**config.mk**
```make
export PLATFORM = sky130hd
export DESIGN_NAME = cam_cfg_seq
export DESIGN_NICKNAME = d
export VERILOG_FILES = /design/src/rtl/cam_cfg_seq_pkg.sv /design/src/rtl/cam_cfg_seq_dly.sv /design/src/rtl/cam_cfg_seq.sv
export SDC_FILE = /design/constraint.sdc
export NUM_CORES = 1
export LEC_CHECK = 0
export ABC_AREA = 1
export CORE_MARGIN = 1.5
export CORE_UTILIZATION = 56
export DETAILED_ROUTE_END_ITERATION = 10
export PLACE_DENSITY_LB_ADDON = 0.2
export SKIP_CTS_REPAIR_TIMING = 1
export SKIP_LAST_GASP = 1
export SYNTH_ARGS = -nofsm -noshare
export SYNTH_HDL_FRONTEND = slang
export SYNTH_SLANG_ARGS = --single-unit
```
**constraint.sdc**
```tcl
create_clock -name clk -period 2.3 [get_ports clk]
set_input_delay 0.23 -clock clk [delete_from_list [all_inputs] [get_ports clk]]
set_output_delay 0.23 -clock clk [all_outputs]
set_load 0.01 [all_outputs]
```
**src/rtl/cam_cfg_seq_pkg.sv**
```systemverilog
// Shared types and constants for the camera register-load sequencer.
// Table entry layout, control-marker addresses and default sizing.
package cam_cfg_seq_pkg;

  localparam logic [6:0]  DEF_I2C_SLAVE_ADDR = 7'h10;
  localparam int          DEF_NUM_REGISTERS  = 64;
  localparam int          DEF_MAX_RETRY      = 3;

  localparam logic [15:0] CFG_ADDR_DELAY = 16'hFFFF;
  localparam logic [15:0] CFG_ADDR_END   = 16'hFFFE;

  typedef struct packed {
    logic [15:0] addr;
    logic [7:0]  data;
  } cfg_entry_t;

endpackage

```
**src/rtl/cam_cfg_seq_dly.sv**
```systemverilog
// Millisecond delay counter for DELAY table entries.
// Ports: clk/areset_n, i_load+i_ms load ms*MS_CYC, i_run counts, o_last.
module cam_cfg_seq_dly #(
  parameter  int MS_CYC = 100_000,
  localparam int CNT_W  = $clog2(255 * MS_CYC + 1)
) (
  input  logic       clk,
  input  logic       areset_n,
  input  logic       i_load,
  input  logic [7:0] i_ms,
  input  logic       i_run,
  output logic       o_last
);

  logic [CNT_W-1:0] r_cnt;

  always_ff @(posedge clk or negedge areset_n) begin
    if (!areset_n) begin
      r_cnt <= '0;
    end else if (i_load) begin
      r_cnt <= CNT_W'(i_ms) * CNT_W'(MS_CYC);
    end else if (i_run && r_cnt != '0) begin
      r_cnt <= r_cnt - CNT_W'(1);
    end
  end

  // Exit on the cycle holding 1 so DELAY lasts exactly ms*MS_CYC cycles.
  assign o_last = (r_cnt <= CNT_W'(1));

endmodule

```
**src/rtl/cam_cfg_seq.sv**
```systemverilog
// Camera config sequencer: walks a {addr,data} table and issues I2C writes.
// Ports: start, cfg_rd_idx/entry (ROM), i2c_req_*, i2c_rsp_*, busy/done/error.
module cam_cfg_seq
  import cam_cfg_seq_pkg::*;
#(
  parameter  logic [6:0] I2C_SLAVE_ADDR = DEF_I2C_SLAVE_ADDR,
  parameter  int         NUM_REGISTERS  = DEF_NUM_REGISTERS,
  parameter  int         MAX_RETRY      = DEF_MAX_RETRY,
  parameter  int         CLK_FREQ_HZ    = 100_000_000,
  localparam int         IDX_W          = $clog2(NUM_REGISTERS)
) (
  input  logic             clk,
  input  logic             areset_n,
  input  logic             start,
  output logic [IDX_W-1:0] cfg_rd_idx,
  input  logic [23:0]      cfg_rd_entry,
  output logic             i2c_req_vld,
  input  logic             i2c_req_rdy,
  output logic [6:0]       i2c_req_dev,
  output logic [15:0]      i2c_req_reg,
  output logic [7:0]       i2c_req_dat,
  input  logic             i2c_rsp_vld,
  input  logic             i2c_rsp_nack,
  output logic             busy,
  output logic             done,
  output logic             error,
  output logic [IDX_W-1:0] err_idx
);

  localparam int MS_CYC = CLK_FREQ_HZ / 1000;
  localparam int RTY_W  = $clog2(MAX_RETRY + 1);

  typedef enum logic [2:0] {
    IDLE, FETCH, DECODE, ISSUE,
    WAIT_RSP, DELAY, DONE, ERROR
  } cfg_state_t;

  cfg_state_t       r_state;
  cfg_state_t       w_state_n;
  logic [IDX_W-1:0] r_idx;
  logic [IDX_W-1:0] w_idx_n;
  logic [RTY_W-1:0] r_rty;
  logic [RTY_W-1:0] w_rty_n;
  logic [IDX_W-1:0] r_err_idx;
  logic [IDX_W-1:0] w_err_idx_n;
  cfg_entry_t       r_ent;
  cfg_entry_t       w_ent;
  logic [6:0]       r_dev;
  logic             r_vld;
  logic             r_busy;
  logic             r_done;
  logic             r_err;
  logic             w_vld_n;
  logic             w_busy_n;
  logic             w_adv;
  logic             w_load;
  logic             w_dly_run;
  logic             w_dly_last;

  assign w_ent     = cfg_rd_entry;
  assign w_dly_run = (r_state == DELAY);

  cam_cfg_seq_dly #(
    .MS_CYC (MS_CYC)
  ) u_dly (
    .clk      (clk),
    .areset_n (areset_n),
    .i_load   (w_load),
    .i_ms     (w_ent.data),
    .i_run    (w_dly_run),
    .o_last   (w_dly_last)
  );

  always_comb begin
    w_state_n   = r_state;
    w_idx_n     = r_idx;
    w_rty_n     = r_rty;
    w_err_idx_n = r_err_idx;
    w_adv       = 1'b0;
    w_load      = 1'b0;
    unique case (r_state)
      IDLE, DONE, ERROR: begin
        if (start) begin
          w_state_n   = FETCH;
          w_idx_n     = '0;
          w_rty_n     = '0;
          w_err_idx_n = '0;
        end
      end
      FETCH: w_state_n = DECODE;
      DECODE: begin
        if (w_ent.addr == CFG_ADDR_END) begin
          w_state_n = DONE;
        end else if (w_ent.addr == CFG_ADDR_DELAY) begin
          if (w_ent.data == 8'd0) begin
            w_adv = 1'b1;
          end else begin
            w_load    = 1'b1;
            w_state_n = DELAY;
          end
        end else begin
          w_state_n = ISSUE;
        end
      end
      ISSUE: begin
        if (i2c_req_rdy) w_state_n = WAIT_RSP;
      end
      WAIT_RSP: begin
        if (i2c_rsp_vld) begin
          if (!i2c_rsp_nack) begin
            w_adv = 1'b1;
          end else if ((32'(r_rty) + 32'd1) < 32'(MAX_RETRY)) begin
            w_rty_n   = r_rty + RTY_W'(1);
            w_state_n = ISSUE;
          end else begin
            w_err_idx_n = r_idx;
            w_state_n   = ERROR;
          end
        end
      end
      DELAY: begin
        if (w_dly_last) w_adv = 1'b1;
      end
      default: w_state_n = IDLE;
    endcase

    if (w_adv) begin
      w_rty_n = '0;
      if (r_idx == IDX_W'(NUM_REGISTERS - 1)) begin
        w_state_n = DONE;
      end else begin
        w_idx_n   = r_idx + IDX_W'(1);
        w_state_n = FETCH;
      end
    end

    w_vld_n  = (w_state_n == ISSUE);
    w_busy_n = !(w_state_n inside {IDLE, DONE, ERROR});
  end

  always_ff @(posedge clk or negedge areset_n) begin
    if (!areset_n) begin
      r_state   <= IDLE;
      r_idx     <= '0;
      r_rty     <= '0;
      r_err_idx <= '0;
      r_ent     <= '0;
      r_dev     <= '0;
      r_vld     <= 1'b0;
      r_busy    <= 1'b0;
      r_done    <= 1'b0;
      r_err     <= 1'b0;
    end else begin
      r_state   <= w_state_n;
      r_idx     <= w_idx_n;
      r_rty     <= w_rty_n;
      r_err_idx <= w_err_idx_n;
      if (r_state == DECODE) begin
        r_ent <= w_ent;
        r_dev <= I2C_SLAVE_ADDR;
      end
      r_vld  <= w_vld_n;
      r_busy <= w_busy_n;
      r_done <= (w_state_n == DONE);
      r_err  <= (w_state_n == ERROR);
    end
  end

  assign cfg_rd_idx  = r_idx;
  assign i2c_req_vld = r_vld;
  assign i2c_req_dev = r_dev;
  assign i2c_req_reg = r_ent.addr;
  assign i2c_req_dat = r_ent.data;
  assign busy        = r_busy;
  assign done        = r_done;
  assign error       = r_err;
  assign err_idx     = r_err_idx;

endmodule

```
# After elaboration in Yosys (flattened, before gate mapping)
# Cells that the tools add are included.
# W data, S select, Z words.
[totals]
input_bits = 30
wordCells = 92
reg_bits = 71
out_inout_bits = 47
[op_classes]
multipliers = 1
n_reduce_logical = 13
n_addsub = 4
magnitude_cmp = 2
n_eq_ne = 21
n_mux = 39
[ops]
columns = ["op", "count"]
rows = [
  ["$mux W25", 2],
  ["$mux W6", 8],
  ["$eq A16 B16 Y1 const B", 2],
  ["$mux W3", 10],
  ["$le A25 B1 Y1 const B", 1],
  ["$reduce_bool A25 Y1", 1],
  ["$sub A25 B1 Y25 const B", 1],
  ["$mul A8 B12 Y20 const B", 1],
  ["$eq A3 B3 Y1 const B", 6],
  ["$pmux W3 S5", 1],
  ["$ne A3 B3 Y1 const B", 4],
  ["$pmux W6 S2", 1],
  ["$mux W1", 10],
  ["$mux W2", 5],
  ["$reduce_and A5 Y1", 2],
  ["$eq A3 B2 Y1 const B", 3],
  ["$logic_not A8 Y1", 1],
  ["$ne A2 B2 Y1 const B", 4],
  ["$add A6 B1 Y6 const B", 1],
  ["$eq A6 B6 Y1 const B", 1],
  ["$logic_not A3 Y1", 2],
  ["$reduce_bool A3 Y1", 2],
  ["$pmux W2 S2", 1],
  ["$reduce_bool A2 Y1", 2],
  ["other kinds (8)", 8],
]

# Longest topological paths before layout
# Gate-level depths: netlist (run 1).
[logic_depth]
word_depth = 10
depth_mapped = 16
depth_no_buf = 16

# Hierarchy
# From an unflattened synthesis (run 1), not the netlist that was laid out.
[unflattened]
hier_cells = 802
area_unflattened_um2 = 5698.0
[modules_own_cells]
columns = ["mod", "instances", "seq_area_each_um2", "area_each_um2", "cells_per_inst"]
rows = [
  ["cam_cfg_seq_dly", 1, 625.6, 3458.3, 511],
  ["cam_cfg_seq", 1, 1151.1, 2239.6, 291],
]

# Worst setup path after synthesis (run 1)
# Ideal clock, no wire load.
[synth_timing]
kind = "input -> register"
start = "input cfg_rd_entry[2]"
end = "register u_dly.r_cnt[18]"
n_path_buf = 0
arrival_time_ns = 3.052
stages = 15
t_required_ns = 2.218
setup_time_ns = 0.082
path_slack_ns = -0.834
cell_sequence = "ha_1 ha_1 inv_1 fa_1 inv_1 fa_1 ha_1 a21oi_1 nand2_1 nand2_1 nand2_1 and2_1 o21ai_0 nand3_1 a31oi_1"
[synth_via]
elab_chain_cells = 6
elab_cells_between_ends = 8
cone_classes = "mul: 1; mux: 5; reduce/logical: 2"
[synth_lines]
columns = ["item", "line_no", "source"]
rows = [
  ["start: declaration", "cam_cfg_seq.sv:16", "input logic [23:0] cfg_rd_entry,"],
  ["parallel branches: the longest is 6 deep, another holds $mul A8 B12 Y20", "-", ""],
  ["end signal: assignment", "cam_cfg_seq_dly.sv:21", "r_cnt <= CNT_W'(i_ms) * CNT_W'(MS_CYC);"],
  ["end signal: assignment", "cam_cfg_seq_dly.sv:23", "r_cnt <= r_cnt - CNT_W'(1);"],
  ["end: declaration", "cam_cfg_seq_dly.sv:15", "logic [CNT_W-1:0] r_cnt;"],
]
# Several ways; the timed one is not identified.
# A chain may end at the register's enable or synchronous reset.

# Worst setup path in the final report (run 1)
[layout_timing]
start = "input cfg_rd_entry[7]"
end = "register u_dly.r_cnt[20]"
# Same word-level chain as after synthesis.

==> results of run 1 <==
worst max-delay path, stage by stage:
cell	delay, ps
sky130_fd_sc_hd__buf_6	100
sky130_fd_sc_hd__buf_6	120
sky130_fd_sc_hd__ha_4	160
sky130_fd_sc_hd__fa_2	570
sky130_fd_sc_hd__fa_1	460
sky130_fd_sc_hd__ha_4	270
sky130_fd_sc_hd__ha_4	240
sky130_fd_sc_hd__a21oi_4	160
sky130_fd_sc_hd__o21ai_2	90
sky130_fd_sc_hd__buf_4	140
sky130_fd_sc_hd__a21oi_2	100
sky130_fd_sc_hd__nand2_1	80
sky130_fd_sc_hd__o21ai_1	130
sky130_fd_sc_hd__a21oi_1	60
sky130_fd_sc_hd__nor2_1	100
sky130_fd_sc_hd__nor2_1	40
per-layer routing:
| layer | part of all wire (%) | wire length [microns] | vias up |
|---|---|---|---|
| met1 | 42 | 6550 | 2608 |
| li1 | - | - | 2624 |
| met2 | 50 | 7820 | 187 |
| met5 | 0 | 0 | - |
| met4 | 2.2 | 350 | 0 |
| met3 | 5.9 | 922 | 38 |
Yosys cell counts, drive strengths merged, types with 4 or more instances:
| library cell | instances | area (sq um) |
|---|---|---|
| a31oi | 4 | 25.0 |
| o21ai | 49 | 245 |
| a21oi | 32 | 171 |
| ha | 62 | 776 |
| buf | 15 | 100 |
| nor2 | 91 | 417 |
| inv | 67 | 251 |
| o22ai | 4 | 25.0 |
| o31ai | 4 | 30.0 |
| o211ai | 4 | 30.0 |
| xnor2 | 4 | 35.0 |
| nand4 | 15 | 106 |
| or2 | 4 | 25.0 |
| dfrtp | 71 | 1780 |
| nand2 | 175 | 711 |
| fa | 12 | 240 |
| nand3 | 54 | 293 |
| xor2 | 17 | 149 |
area by class of cell:
type	instances	area (sq um)	area share, %
tap	133	166	2.15
sequential	71	1780	22.9
multi-input combinational	558	4030	52.0
clock inverter	7	105	1.36
timing repair buffer	147	1300	16.7
clock buffer	9	124	1.60
inverter	67	254	3.28
cells by family (layout without fill, tap and decap cells):
kind of cell | count (synthesis) | count (layout) | share of synthesized area [%]
simple gates | 351 | 351 | 29.2
compound gates | 106 | 106 | 10.7
buf+inv | 85 | 230 | 6.52
fa+ha+maj | 74 | 74 | 18.2
flops | 71 | 71 | 31.9
xor+xnor | 21 | 21 | 3.30
other cells | 1 | 6 | 0.0674
power by group:
group	internal [mW]	switching (mW)	total [mW]
clock network	0.626	0.540	1.17
registers	1.63	0.308	1.94
logic	1.95	2.23	4.18
total	4.22	3.07	7.29
final timing paths:
check	to	start	cells past startpoint	slack (ps)
max in group asynchronous	u_dly.r_cnt[1]$_DFFE_PN0P_	areset_n	3	1230
worst min register to register	i2c_req_dev[4]$_DFFE_PN0P_	i2c_req_dev[4]$_DFFE_PN0P_	1	480
worst min-delay path	i2c_req_dat[7]$_DFFE_PN0P_	cfg_rd_entry[7]	3	180
min in group asynchronous	i2c_req_dat[1]$_DFFE_PN0P_	areset_n	2	430
worst max-delay path	u_dly.r_cnt[20]$_DFFE_PN0P_	cfg_rd_entry[7]	16	-510
worst max register to register	u_dly.r_cnt[16]$_DFFE_PN0P_	u_dly.r_cnt[21]$_DFFE_PN0P_	9	210
==> reports/qor_table.md, run 1 <==
| Metric | Reported |
|---|---|
| Result of the run | finished, violations left |
| Violations in the final reports | negative setup slack |
| Number of detailed-route iterations in the first pass | 7 |
| Die Footprint | 10,500 sq um |
| Area after detailed placement | 7160 sq um |
| Most common library cell in the layout ignoring fill and taps | sky130_fd_sc_hd__nand2_1 |
| Number of nets still failing antenna checks after routing | 0 |
| Final setup fails | 14 |
| Crit-path max FO | 4 |
| Vias | 5,457 |
| Final setup TNS | -5490 ps |
| Number of global-route vias before repair | 5,212 |
| Initial Util | 57.2% |
| Pin count of the biggest net entering global routing | 47 |
| Layout Skew | 10.5 ps |
| Clk Latency, worst-skew pair | 360 ps |
| Final antenna diode count | 0 |
| CTS buffer count | 9 |
| Grt met2 use | 52.8% |
| GR met1 Demand/Resource | 36.4% |
| Avg Inst Size Synth | 7.85 sq um |
| Slew at the pin closest to its max-slew limit | 583 ps |
| Most frequent cells in the layout | sky130_fd_sc_hd__nand2_1, sky130_fd_sc_hd__dfrtp_1, sky130_fd_sc_hd__buf_4, sky130_fd_sc_hd__nor2_1, sky130_fd_sc_hd__clkdlybuf4s50_1 |
| Post-route DRC | 0 |
| Cell count after placement | 967 |
| Clock tree buffer depth | 2 |
| Required time of the worst setup path | 2550 ps |
| Post-route minimum period | 2810 ps |
| HP Class | input pin to register |
| Prevailing post-synth register cell | sky130_fd_sc_hd__dfrtp_1 |
| Flip-flop count of the largest register, all copies and words added | 25 |
| Placeable core region | 9730 sq um |
| Post-synthesis sequential area ratio | 31.9% |
| Post-DR vias/cell | 5.50 |
| Max IR drop VDD | 0.490 mV |
| Routed Wire Length | 15,600 microns |
| Worst Setup Slack, final | -505 ps |
| Register bit total from synthesis | 71 |
| RD Place Congestion | 1.01 |
| Area of all placed cells without fillers | 7750 sq um |
| Total of warnings raised by yosys | 0 |
| Count of input and output buffers | 70 |
| Area delta synth->final | 39.2% |
| Number of enable flip-flop cells after synthesis | 0 |
| CTS root buf | sky130_fd_sc_hd__clkbuf_8 |
| Total global routing track utilization | 29.2% |
| Power, Total | 7.29 mW |
| Die Height | 103 microns |
| Most congested layer reported by global routing | met2 |
| Clock Sinks | 71 |
| CTS HTree Levels | 3 |
| Synthesized instance count | 709 |
| RSZ-0062 raised after global routing | true |
| Number of standard cells in the layout, taps in and fillers out | 992 |
| Proportion of layout cells with a drive suffix above 1 | 27.4% |
| Setup slack at placement | -1350 ps |
| Type of element capturing the critical path | register |
| Data arrival time of the critical path | 3060 ps |
| Pins Over Slew Limit | 0 |
| Fill cell instance count of the final layout | 670 |
| Std cell rows | 36 |
| Average wire length per cell after detail routing | 15.8 microns |
| Met3 routing resource usage after global routing | 4.07% |
| Startpoint type of the worst setup path | input pin |
| Final core area utilization | 79.7% |
| Leakage component of the power | 3.53 nW |
| Post-Syn Area | 5570 sq um |
| Smallest hold slack | 183 ps |
| Crit Path Class | input pin to register |
| Highest Clock Rate | 357 MHz |
| Reg clk slew, reported paths | 90 ps |
| Io pins | 77 |
| Final worst path period share | 122% |
| Power per unit of standard cell area | 940 nW/um^2 |
| Number of hold violations in the final report | 0 |
| TritonCTS clock tree | built |
| Share of synthesized flip-flops with an asynchronous set or reset | 100% |
| Max-capacitance violation count | 0 |
| Iteration-0 DRC Markers | 294 |
| Wire length of the first global-routing pass | 24,100 microns |
| DPL Wire Length | 11,500 microns |
| Number of antenna violations at the first check in global routing | 0 |
| Remaining Overflow, GRT | 0 |
| Slew margin rel. | 61.1% |
| Layout net count | 958 |
| Count of cell types in the netlist | 45 |
| Chip width | 103 microns |
(Power assumes the default switching activity.)
==> run 2: changes to the inputs <==
--- a/config.mk
+++ b/config.mk
@@ -6,11 +6,12 @@
 export NUM_CORES = 1
 export LEC_CHECK = 0
 export ABC_AREA = 1
+export CAP_MARGIN = 30
 export CORE_MARGIN = 1.5
-export CORE_UTILIZATION = 56
+export CORE_UTILIZATION = 58
+export CTS_BUF_LIST = sky130_fd_sc_hd__clkbuf_4
 export DETAILED_ROUTE_END_ITERATION = 10
 export PLACE_DENSITY_LB_ADDON = 0.2
-export SKIP_CTS_REPAIR_TIMING = 1
 export SKIP_LAST_GASP = 1
 export SYNTH_ARGS = -nofsm -noshare
 export SYNTH_HDL_FRONTEND = slang
==> reports/qor_table.md, run 2 (synthesis gave the netlist of run 1 again) <==
| Metric | Reported | vs previous |
|---|---|---|
| Result of the run | finished, violations left | unchanged |
| Violations in the final reports | negative setup slack | unchanged |
| Number of detailed-route iterations in the first pass | 7 | unchanged |
| Layout net count | 969 | was 958 |
| Total global routing track utilization | 32.7% | was 29.2% |
| Area delta synth->final | 41.0% | was 39.2% |
| Reg clk slew, reported paths | 150 ps | was 90 ps |
| Initial Util | 60.0% | was 57.2% |
| Most frequent cell on the critical path | sky130_fd_sc_hd__ha_4 | unchanged |
| Final antenna diode count | 0 | unchanged |
| Leakage component of the power | 3.58 nW | was 3.53 nW |
| FF-to-FF End | u_dly.r_cnt[13]$_DFFE_PN0P_ | was u_dly.r_cnt[16]$_DFFE_PN0P_ |
| Power per unit of standard cell area | 936 nW/um^2 | was 940 nW/um^2 |
| TritonCTS clock tree | built | unchanged |
| Layout Skew | 29.7 ps | was 10.5 ps |
| Cell family with the largest share of critical-path delay | adder cells | unchanged |
| Cell count after placement | 968 | was 967 |
| CTS root buf | sky130_fd_sc_hd__clkbuf_4 | was sky130_fd_sc_hd__clkbuf_8 |
| Chip width | 101 microns | was 103 microns |
| Final worst path period share | 117% | was 122% |
| Smallest hold slack | 144 ps | was 183 ps |
| Vias | 5,717 | was 5,457 |
| Worst hold stages | 3 | unchanged |
| Startpoint type of the worst setup path | input pin | unchanged |
| Die Height | 101 microns | was 103 microns |
| Required time of the worst setup path | 2680 ps | was 2550 ps |
| Minimum setup slack among reg-to-reg paths | 90 ps | was 210 ps |
| Clock Sinks | 71 | unchanged |
| RD Place Congestion | 0.900 | was 1.01 |
| Worst Setup Slack, final | -400 ps | was -505 ps |
| Highest Clock Rate | 370 MHz | was 357 MHz |
| Max IR drop VDD | 0.865 mV | was 0.490 mV |
| Startpoint of the most critical register-to-register path | r_state[0]$_DFF_PN0_ | was u_dly.r_cnt[21]$_DFFE_PN0P_ |
| Io pins | 77 | unchanged |
| Number of nets still failing antenna checks after routing | 0 | unchanged |
| Max-capacitance violation count | 0 | unchanged |
| DPL Wire Length | 11,900 microns | was 11,500 microns |
| Crit-path max FO | 3 | was 4 |
| Wire length of the first global-routing pass | 26,400 microns | was 24,100 microns |
| Data arrival time of the critical path | 3080 ps | was 3060 ps |
| Routed Wire Length | 16,700 microns | was 15,600 microns |
| Most common library cell in the layout ignoring fill and taps | sky130_fd_sc_hd__nand2_1 | unchanged |
| Post-route minimum period | 2700 ps | was 2810 ps |
| CTS HTree Levels | 3 | unchanged |
| Post-route DRC | 0 | unchanged |
| CP bufs+invs | 5 | was 3 |
| Iteration-0 DRC Markers | 346 | was 294 |
| Post-DR vias/cell | 5.72 | was 5.50 |
| CP max stage cell | sky130_fd_sc_hd__fa_1 | was sky130_fd_sc_hd__fa_2 |
| Most frequent cells in the layout | sky130_fd_sc_hd__nand2_1, sky130_fd_sc_hd__buf_4, sky130_fd_sc_hd__dfrtp_1, sky130_fd_sc_hd__nor2_1, sky130_fd_sc_hd__clkdlybuf4s50_1 | was sky130_fd_sc_hd__nand2_1, sky130_fd_sc_hd__dfrtp_1, sky130_fd_sc_hd__buf_4, sky130_fd_sc_hd__nor2_1, sky130_fd_sc_hd__clkdlybuf4s50_1 |
| Crit Path Class | input pin to register | unchanged |
| HP Class | input pin to register | unchanged |
| Clock tree buffer depth | 2 | unchanged |
| Std cell rows | 35 | was 36 |
| Clk Latency, worst-skew pair | 440 ps | was 360 ps |
| Pin count of the biggest net entering global routing | 29 | was 47 |
| Hold wc startpoint | cfg_rd_entry[6] | was cfg_rd_entry[7] |
| Average wire length per cell after detail routing | 16.7 microns | was 15.8 microns |
| Type of element capturing the critical path | register | unchanged |
| Flip-flop count of the largest register, all copies and words added | 25 | unchanged |
| Setup slack at placement | -1310 ps | was -1350 ps |
| CTS buffer count | 9 | unchanged |
| Worst reg-to-reg path cell count | 10 | was 9 |
| Die Footprint | 10,200 sq um | was 10,500 sq um |
| Count of input and output buffers | 70 | unchanged |
| Proportion of layout cells with a drive suffix above 1 | 29.0% | was 27.4% |
| Number of standard cells in the layout, taps in and fillers out | 999 | was 992 |
| Remaining Overflow, GRT | 0 | unchanged |
| Pins Over Slew Limit | 0 | unchanged |
| End point of the worst hold path | i2c_req_dat[6]$_DFFE_PN0P_ | was i2c_req_dat[7]$_DFFE_PN0P_ |
| Number of hold violations in the final report | 0 | unchanged |
| Number of global-route vias before repair | 5,574 | was 5,212 |
| Final setup fails | 14 | unchanged |
| Worst path cell trace | buf_8 -> ha_4 -> ha_4 -> inv_2 -> fa_1 -> inv_1 -> fa_1 -> ha_4 -> buf_6 -> buf_6 -> nand2_2 -> nor2_2 -> nand3_2 -> a31o_4 -> nand3_4 -> nand2_2 -> o21ai_2 | was buf_6 -> buf_6 -> ha_4 -> fa_2 -> fa_1 -> ha_4 -> ha_4 -> a21oi_4 -> o21ai_2 -> buf_4 -> a21oi_2 -> nand2_1 -> o21ai_1 -> a21oi_1 -> nor2_1 -> nor2_1 |
| Number of antenna violations at the first check in global routing | 0 | unchanged |
| Placeable core region | 9280 sq um | was 9730 sq um |
| RSZ-0062 raised after global routing | true | unchanged |
| Longest individual stage delay on the worst path | 470 ps | was 570 ps |
| Power, Total | 7.34 mW | was 7.29 mW |
[run 2: layer usage]
layer	vias up	share of wire [%]	track usage, %
li1	2660	-	-
met1	2743	40	41.1
met2	267	51	58.1
met3	47	6.8	4.23
met4	0	2.4	10.8
met5	-	0	0
[run 2: worst max path at each step]
stage | startpoint | to | slack [ps] | depth (start not counted)
2_1_floorplan | cfg_rd_entry[2] | u_dly.r_cnt[18]$_DFFE_PN0P_ | -570 | 16
3_3_place_gp | cfg_rd_entry[6] | u_dly.r_cnt[19]$_DFFE_PN0P_ | -1270 | 14
3_5_place_dp | cfg_rd_entry[6] | u_dly.r_cnt[19]$_DFFE_PN0P_ | -1310 | 14
4_1_cts | cfg_rd_entry[4] | u_dly.r_cnt[18]$_DFFE_PN0P_ | -430 | 16
5_1_grt | cfg_rd_entry[4] | u_dly.r_cnt[16]$_DFFE_PN0P_ | -480 | 13
6_report | cfg_rd_entry[2] | u_dly.r_cnt[19]$_DFFE_PN0P_ | -400 | 17
[run 2: worst reg2reg max path, stage by stage, from the launching register on]
cell	delay [ps]
sky130_fd_sc_hd__dfrtp_1	460
sky130_fd_sc_hd__inv_1	200
sky130_fd_sc_hd__nand3_4	230
sky130_fd_sc_hd__nor2_1	190
sky130_fd_sc_hd__nand3_2	270
sky130_fd_sc_hd__inv_2	280
sky130_fd_sc_hd__buf_4	210
sky130_fd_sc_hd__nand2_1	90
sky130_fd_sc_hd__o31ai_2	80
sky130_fd_sc_hd__nand2_1	90
sky130_fd_sc_hd__nand2_1	60
[run 2: through the flow]
| step | utilization (%) | TNS [ps] | area (sq um) |
|---|---|---|---|
| after floorplan | - | -5820 | 5870 |
| after global placement | 77.3 | -18250 | 7180 |
| after detailed placement | 77.3 | -19560 | 7180 |
| after CTS | 82.0 | -4800 | 7620 |
| after global routing | 84.5 | -5720 | 7850 |
| final | 84.5 | -4580 | 7850 |
[run 2: where the power goes]
group	total, mW	internal (mW)	switching [mW]
Clock	0.917	0.354	0.564
Sequential	1.95	1.63	0.322
Combinational	4.47	2.06	2.42
[run 2: final cells by class]
type | count | area (sq um)
Clock buffer | 9 | 67.6
Clock inverter | 7 | 85.1
Fill cell | 563 | 1440
Inverter | 67 | 254
Multi-Input combinational cell | 558 | 4100
Sequential cell | 71 | 1780
Tap cell | 129 | 161
Timing Repair Buffer | 158 | 1400
[run 2: repair_timing]
| action | CTS | global route |
|---|---|---|
| endpoints found under the hold margin | 18 | 0 |
| setup buffers | 8 | 6 |
| setup endpoints to repair | 15 | 14 |
| gates resized for setup | 81 | 46 |
| pin swaps | 42 | 53 |
| hold buffers | 1 | 0 |
| cloned | 0 | 0 |
==> run 3: changes to the inputs <==
--- a/config.mk
+++ b/config.mk
@@ -11,7 +11,7 @@
 export CORE_UTILIZATION = 58
 export CTS_BUF_LIST = sky130_fd_sc_hd__clkbuf_4
 export DETAILED_ROUTE_END_ITERATION = 10
-export PLACE_DENSITY_LB_ADDON = 0.2
+export PLACE_DENSITY = 0.84
 export SKIP_LAST_GASP = 1
 export SYNTH_ARGS = -nofsm -noshare
 export SYNTH_HDL_FRONTEND = slang
==> reports/qor_table.md, run 3 (synthesis gave the netlist of run 1 again) <==
| Metric | Reported | vs previous |
|---|---|---|
| Required time of the worst setup path | 2650 ps | was 2680 ps |
| Startpoint type of the worst setup path | input pin | unchanged |
| Worst Setup Slack, final | -601 ps | was -400 ps |
| Placeable core region | 9280 sq um | unchanged |
| Iteration-0 DRC Markers | 463 | was 346 |
| Most congested layer reported by global routing | met2 | unchanged |
| Slew margin rel. | 61.4% |  |
| Grt met2 use | 63.9% | was 58.1% |
| Crit-path max FO | 4 | was 3 |
| CTS buffer count | 9 | unchanged |
| RSZ-0062 raised after global routing | true | unchanged |
| Result of the run | finished, violations left | unchanged |
| Die Height | 101 microns | unchanged |
| Relative contribution of combinational cells to total power | 62.5% | was 60.9% |
| Vias | 5,976 | was 5,717 |
| Post-DR vias/cell | 6.01 | was 5.72 |
| Flip-flop count of the largest register, all copies and words added | 25 | unchanged |
| Number of global-route vias before repair | 5,927 | was 5,574 |
| Worst reg-to-reg path cell count | 8 | was 10 |
| Power, Total | 7.22 mW | was 7.34 mW |
| Smallest hold slack | 140 ps | was 144 ps |
| Remaining Overflow, GRT | 0 | unchanged |
| Final setup TNS | -6310 ps | was -4580 ps |
| Proportion of power drawn by the clock network | 10.6% | was 12.5% |
| Count of input and output buffers | 70 | unchanged |
| Met3 routing resource usage after global routing | 6.31% | was 4.23% |
| Number of hold violations in the final report | 0 | unchanged |
| Clk Latency, worst-skew pair | 450 ps | was 440 ps |
| Final setup fails | 14 | unchanged |
| Data arrival time of the critical path | 3250 ps | was 3080 ps |
| Chip width | 101 microns | unchanged |
| Std cell rows | 35 | unchanged |
| Number of standard cells in the layout, taps in and fillers out | 995 | was 999 |
| Clock tree buffer depth | 2 | unchanged |
| Post-route minimum period | 2900 ps | was 2700 ps |
| Net switching power of the design | 3.29 mW | was 3.30 mW |
| Reg clk slew, reported paths | 130 ps | was 150 ps |
| Crit Path Class | input pin to register | unchanged |
| Most frequent cells in the layout | sky130_fd_sc_hd__nand2_1, sky130_fd_sc_hd__buf_4, sky130_fd_sc_hd__dfrtp_1, sky130_fd_sc_hd__nor2_1, sky130_fd_sc_hd__clkdlybuf4s50_1 | unchanged |
| Number of detailed-route iterations in the first pass | 5 | was 7 |
| HP Class | input pin to register | unchanged |
| Most common library cell in the layout ignoring fill and taps | sky130_fd_sc_hd__nand2_1 | unchanged |
| Clock Sinks | 71 | unchanged |
| Io pins | 77 | unchanged |
| Worst hold stages | 3 | unchanged |
| Average wire length per cell after detail routing | 19.1 microns | was 16.7 microns |
| Die Footprint | 10,200 sq um | unchanged |
| Final core area utilization | 83.9% | was 84.5% |
| Sequential Power Share | 27.0% | was 26.6% |
| Final worst path period share | 126% | was 117% |
| Violations in the final reports | negative setup slack | unchanged |
| Proportion of layout cells with a drive suffix above 1 | 28.7% | was 29.0% |
| Routed Wire Length | 19,000 microns | was 16,700 microns |
| Wire length of the first global-routing pass | 28,800 microns | was 26,400 microns |
| Sw Share | 45.5% | was 45.0% |
| Layout net count | 964 | was 969 |
| Setup slack at placement | -1430 ps | was -1310 ps |
| Post-route DRC | 0 | unchanged |
| Type of element capturing the critical path | register | unchanged |
| Area of all placed cells without fillers | 7790 sq um | was 7850 sq um |
| Pin count of the biggest net entering global routing | 48 | was 29 |
| Layout Skew | 15.9 ps | was 29.7 ps |
| Pins Over Slew Limit | 0 | unchanged |
| Highest Clock Rate | 345 MHz | was 370 MHz |
| Leakage component of the power | 3.53 nW | was 3.58 nW |
| DPL Wire Length | 12,700 microns | was 11,900 microns |
| Area after detailed placement | 7190 sq um | was 7180 sq um |
| Number of nets still failing antenna checks after routing | 0 | unchanged |
| Max-capacitance violation count | 0 | unchanged |
| RD Place Congestion | 0.978 | was 0.900 |
| Internal power | 3.94 mW | was 4.04 mW |
| Power per unit of standard cell area | 928 nW/um^2 | was 936 nW/um^2 |
| Slew at the pin closest to its max-slew limit | 579 ps |  |
| Cell count after placement | 966 | was 968 |
| Number of antenna violations at the first check in global routing | 1 | was 0 |
| GR met1 Demand/Resource | 42.4% | was 41.1% |
| Max IR drop VDD | 0.503 mV | was 0.865 mV |
| Initial Util | 60.0% | unchanged |
| CTS root buf | sky130_fd_sc_hd__clkbuf_4 | unchanged |
| CTS HTree Levels | 3 | unchanged |
| TritonCTS clock tree | built | unchanged |
| Area delta synth->final | 39.9% | was 41.0% |
| Total global routing track utilization | 36.3% | was 32.7% |
run 3: final cells by class:
class | instances | area [sq um]
Antenna cell | 1 | 2.50
Clock buffer | 10 | 75.1
Clock inverter | 6 | 45.0
Fill cell | 528 | 1500
Inverter | 67 | 254
Multi-Input combinational cell | 558 | 4070
Sequential cell | 71 | 1780
Tap cell | 129 | 161
Timing Repair Buffer | 153 | 1400
run 3: worst paths after layout:
path / slack [ps] / endpoint / from
worst min-delay path: 140 / i2c_req_dat[5]$_DFFE_PN0P_ / cfg_rd_entry[5]
worst min register to register: 500 / i2c_req_reg[3]$_DFFE_PN0P_ / i2c_req_reg[3]$_DFFE_PN0P_
worst max-delay path: -600 / u_dly.r_cnt[16]$_DFFE_PN0P_ / cfg_rd_entry[7]
max in group asynchronous: 1340 / u_dly.r_cnt[9]$_DFFE_PN0P_ / areset_n
min in group asynchronous: 290 / i2c_req_reg[6]$_DFFE_PN0P_ / areset_n
worst max register to register: 20 / u_dly.r_cnt[7]$_DFFE_PN0P_ / u_dly.r_cnt[17]$_DFFE_PN0P_
run 3: repair_timing:
action | 4_1_cts | 5_1_grt
buffers inserted | 8 | 4
gates resized for setup | 85 | 35
hold buffers | 1 | 0
endpoints found under the setup margin | 15 | 14
endpoints found under the hold margin | 24 | 0
pin swaps | 40 | 34
run 3: critical path: stages:
cell and delay (ps):
sky130_fd_sc_hd__buf_6 100, sky130_fd_sc_hd__buf_6 120, sky130_fd_sc_hd__ha_4 160, sky130_fd_sc_hd__fa_2 610, sky130_fd_sc_hd__fa_1 510, sky130_fd_sc_hd__ha_4 260, sky130_fd_sc_hd__ha_4 310, sky130_fd_sc_hd__a21oi_4 80
sky130_fd_sc_hd__o21ai_4 200, sky130_fd_sc_hd__a21oi_4 50, sky130_fd_sc_hd__or2_2 280, sky130_fd_sc_hd__nand3_1 80, sky130_fd_sc_hd__o211ai_1 90, sky130_fd_sc_hd__o21ai_1 150
run 3: power groups by stage:
stage | Clock, mW | Combinational (mW) | Sequential, mW
after floorplan | 0 | 2.12 | 2.02
after global placement | 0 | 3.60 | 1.94
after detailed placement | 0 | 3.75 | 1.96
after CTS | 0.752 | 4.10 | 1.93
after global routing | 0.818 | 4.82 | 1.98
final | 0.762 | 4.51 | 1.95
run 3: metal layers:
metal  routed length (microns)  share of wire [%]
met1                      6870                 36
met2                      9190                 48
met3                      1510                7.9
met4                      1460                7.7
met5                         0                  0
